--- config.mk ---
export PLATFORM = sky130hd
export DESIGN_NAME = uart_rx_fifo
export DESIGN_NICKNAME = d
export VERILOG_FILES = /design/src/rtl/uart_rx_fifo.sv
export SDC_FILE = /design/constraint.sdc
export NUM_CORES = 1
export LEC_CHECK = 0
export BUFFER_PORTS_ARGS = -buffer_cell sky130_fd_sc_hd__buf_4
export CORE_MARGIN = 5
export CORE_UTILIZATION = 45
export DETAILED_ROUTE_END_ITERATION = 16
export SLEW_MARGIN = 15
export SYNTH_ARGS = -nofsm -noshare
export SYNTH_HDL_FRONTEND = slang
export SYNTH_SLANG_ARGS = --single-unit
--- constraint.sdc ---
create_clock -name MHz10 -period 6.5 [get_ports MHz10]
set_clock_uncertainty 0.15 [all_clocks]
set_input_delay 1.95 -clock MHz10 [delete_from_list [all_inputs] [get_ports MHz10]]
set_output_delay 1.95 -clock MHz10 [all_outputs]
set_load 0.01 [all_outputs]
--- src/rtl/uart_rx_fifo.sv ---
// uart_rx_fifo: first-word-fall-through byte buffer behind the UART receiver,
// with sticky overflow and framing-error flags.
module uart_rx_fifo #(
  parameter int DEPTH  = 8,
  parameter int ADDR_W = 3
) (
  input  logic              MHz10,
  input  logic              nrst,
  input  logic              en,
  input  logic              rx_done,
  input  logic              rx_stop,
  input  logic [7:0]        rx_data,
  input  logic              rd_en,
  output logic [7:0]        rd_data,
  output logic              empty,
  output logic              full,
  output logic [ADDR_W:0]   level,
  output logic              overflow,
  output logic              frame_err,
  input  logic              clr_err
);
  logic [7:0]        mem [DEPTH];
  logic [ADDR_W-1:0] wp, rp;
  logic              good, bad, push, pop, clr;
  always_comb begin
    good    = en && rx_done && rx_stop;
    bad     = en && rx_done && !rx_stop;
    empty   = level == '0;
    full    = level == (ADDR_W+1)'(DEPTH);
    pop     = en && rd_en && !empty;
    push    = good && (!full || pop);
    clr     = en && clr_err;
    rd_data = empty ? 8'h00 : mem[rp];
  end
  // Storage is deliberately left out of reset; level gates every read.
  always_ff @(posedge MHz10)
    if (push) mem[wp] <= rx_data;
  always_ff @(posedge MHz10 or negedge nrst)
    if (!nrst) begin
      wp        <= '0;
      rp        <= '0;
      level     <= '0;
      overflow  <= 1'b0;
      frame_err <= 1'b0;
    end else begin
      wp        <= push ? wp + 1'b1 : wp;
      rp        <= pop ? rp + 1'b1 : rp;
      level     <= (push && !pop) ? level + 1'b1 : (pop && !push) ? level - 1'b1 : level;
      overflow  <= (good && !push) ? 1'b1 : clr ? 1'b0 : overflow;
      frame_err <= bad ? 1'b1 : clr ? 1'b0 : frame_err;
    end
endmodule

==> impl_results.md <==
* Antenna cell count at 0
* Status: complete, no violations
* R2r startpoint: level[0]
* Yosys cell types at 38
* Worst skew pair latency at 0.34 ns
* Max-cap violations at 0
* Clk pwr share at between 20% and 30%
* Die X at 93.5 um
* Worst setup path class: flip-flop to output port
* DRC Markers at 0
* Num ports at 31
* Ys async rst share at between 10% and 20%
* Switching power total at about 450 uW
* Initial antenna violation count at 0
* Post-DP HPWL at around 3.9 mm
* Number of global-route vias before repair at 1761
* Post-Synthesis Cell Area at 3140 um2
* Peak supply drop at 0.000169 V
* Comb power frac at 31.2%
* Share of cells above drive strength 1 at 33.7%
* Fill count at 543
* Fin. Hold Viols at 0
* Fin Setup TNS at 0 ns
* Avg Vias per Cell at 5.41
* Synthesis Warnings at 0
* Sequential-to-total area share from yosys stat at 70.8%
* Most used flip-flop cell after synthesis: edfxtp_1
* Mean post-synth cell area at roughly 19 um2
* Startpoint Class: flip-flop
* Reg2reg path depth at 9
* Total Nets Final at about 230
* Initial Utilization at a little under half
* Seq cells post-synth at 76
* GR Overflow Total at 0
* GRT Util Overall at 15.0%
* Worst slack, placed at 2.09 ns
* Register area at around 2200 um2
* Iteration count of the initial detailed-routing pass at 4
* DIE AREA at 8740 um2
* Synth Net Count at 189
* Port bufs at 30
* Hold_buf cts at 0
* Maximum number of pins on one net before global-route repair at 19
* Final WL at 6.00 mm
* CP max FO at 8
* Clock transition at path regs at 0.07 ns
* Post-synthesis instance total at 168
* Die height at 93.5 um
* Switching share of power at 30.9%
* Post-CTS Resized at 0
* Routed via count at 1645
* Worst setup margin at 2.29 ns
* RSZ-0062 raised after global routing: no
* Worst slew margin at 33.4%
* Setup crit start: level[0]
* Clock root buffer: clkbuf_8
* Multi-input gate area at approximately 900 um2
* HP Start: frame_err
* CTS tree: built
* Minimum clock period at 4.21 ns
* Clock Tree Buf Depth at 2
* Internal at 1020 uW
* Hold depth at 2
* CTS buffer count at 9
* CP endpoint kind: output port
* Worst Hold Endpoint: frame_err
* P per Cell Area at 402 nW/um2
* Core area at 6790 um2
* ANT nets after route at 0
* Leakage at 0.00128 uW
* Crit path DAT at between 2 and 2.5 ns
* Initial DRC count at 86
* Post-synth EDFFs at 64
* Critical path data required time at ~4.4 ns
* Part of the power in registers at roughly 47%
* Post-CTS Setup Bufs at 0
* Endpoints failing setup at 0
* H-tree levels at 3
* Reg2reg end: level[3]
* TritonCTS Sinks at 76
* Std cell rows at 30
* RePlAce Congestion at 0.714
* First-pass GRT wire length at 9.25 mm
* Per-cell routed wire length at 19.7 um
* Tightest Pin Transition at 0.996 ns
* Period Utilization, post-route at 64.8%
* Slew Limit Fails at 0
* Area growth, synth to finish at 16.7%
* Max Clk Rate at 237 MHz
* R2R Setup Slk at between 3 and 4 ns
* Hold Crit Class: flip-flop to flip-flop
power groups by stage:
| stage | clock network [uW] | logic [uW] | registers (uW) |
|---|---|---|---|
| after floorplan | 0 | 340 | 635 |
| after global placement | 0 | 452 | 691 |
| after detailed placement | 0 | 465 | 697 |
| after CTS | 339 | 465 | 688 |
| after global routing | 356 | 500 | 701 |
| final | 328 | 458 | 685 |
state kept, by name (all words and copies together) (netlist names):
signal / count
mem: 64
level: 4
rp: 3
wp: 3
frame_err: 1
overflow: 1
worst max-delay path by stage:
stage / slack (ns) / endpoint
3_3_place_gp: 2.27 / level[3]
5_1_grt: 2.11 / rd_data[4]
6_report: 2.29 / rd_data[4]
2_1_floorplan: 2.49 / level[3]
4_1_cts: 1.88 / rd_data[4]
3_5_place_dp: 2.09 / level[3]
worst max-delay path, cell delays in order, from the launching register on:
cell and delay (ns):
dfrtp_1 0.51, nor4_2 0.14, nor2b_1 0.70, a22o_1 0.30, buf_4 0.13
per-stage QoR:
stage          std cells  area (um2)  hold WS (ns)  power [uW]  util [%]
2_1_floorplan        168        3140         0.306         976         -
3_3_place_gp         289        3490         0.322        1140      51.3
3_5_place_dp         289        3490         0.328        1160      51.3
4_1_cts              304        3660         0.344        1490      53.9
5_1_grt              304        3660         0.367        1560      53.9
6_report             304        3660         0.336        1470      53.9
cells in the mapped netlist (2+ instances only):
master | number | area (um2)
a21oi_1 | 2 | 10.0
a22o_1 | 8 | 70.1
buf_1 | 2 | 7.51
buf_2 | 2 | 10.0
clkbuf_1 | 2 | 7.51
dfrtp_1 | 12 | 300
edfxtp_1 | 64 | 1920
ha_1 | 5 | 62.6
inv_1 | 3 | 11.3
mux2_2 | 2 | 22.5
mux4_2 | 16 | 360
nand2_1 | 7 | 26.3
nand2b_1 | 2 | 12.5
nand3_1 | 2 | 10.0
nor2_1 | 5 | 18.8
nor3_1 | 5 | 25.0
o211ai_1 | 3 | 22.5
o21ai_0 | 2 | 10.0
xnor2_1 | 3 | 26.3
xor2_1 | 3 | 26.3
cell families (layout without fill, tap and decap cells):
| family | after synthesis | count (layout) | share of synthesized area, % |
|---|---|---|---|
| flops | 76 | 76 | 70.8 |
| simple gates | 31 | 31 | 5.50 |
| mux | 20 | 20 | 13.0 |
| compound gates | 19 | 19 | 5.10 |
| buf+inv | 10 | 50 | 1.28 |
| fa+ha+maj | 6 | 6 | 2.63 |
| xor+xnor | 6 | 6 | 1.67 |
metal layers:
layer	part of all wire [%]	track usage, %
met2	51	24.7
met4	1.2	6.23
met5	0	0
met3	4.4	4.75
met1	43	18.1
cell type report:
class	count	area share, %
Multi-Input combinational cell	82	24.5
Tap cell	96	3.28
Inverter	4	0.410
Timing Repair Buffer	31	6.36
Clock inverter	3	1.06
Sequential cell	76	60.7
Clock buffer	12	3.69
placed cells by master, fill, tap and decap left out, types with 2 or more instances in the layout:
master,count
mux4_2,16
xnor2_1,3
nor2_1,5
nand2b_1,2
a22o_1,8
o21ai_0,2
dfrtp_1,11
clkbuf_1,3
o211ai_1,3
inv_1,3
ha_1,5
a21oi_1,2
edfxtp_1,64
clkbuf_8,9
buf_4,31
nand2_1,7
nor3_2,4
nand3_1,2
mux2_2,2
xor2_1,3
Power figures use the tool's default switching activity.
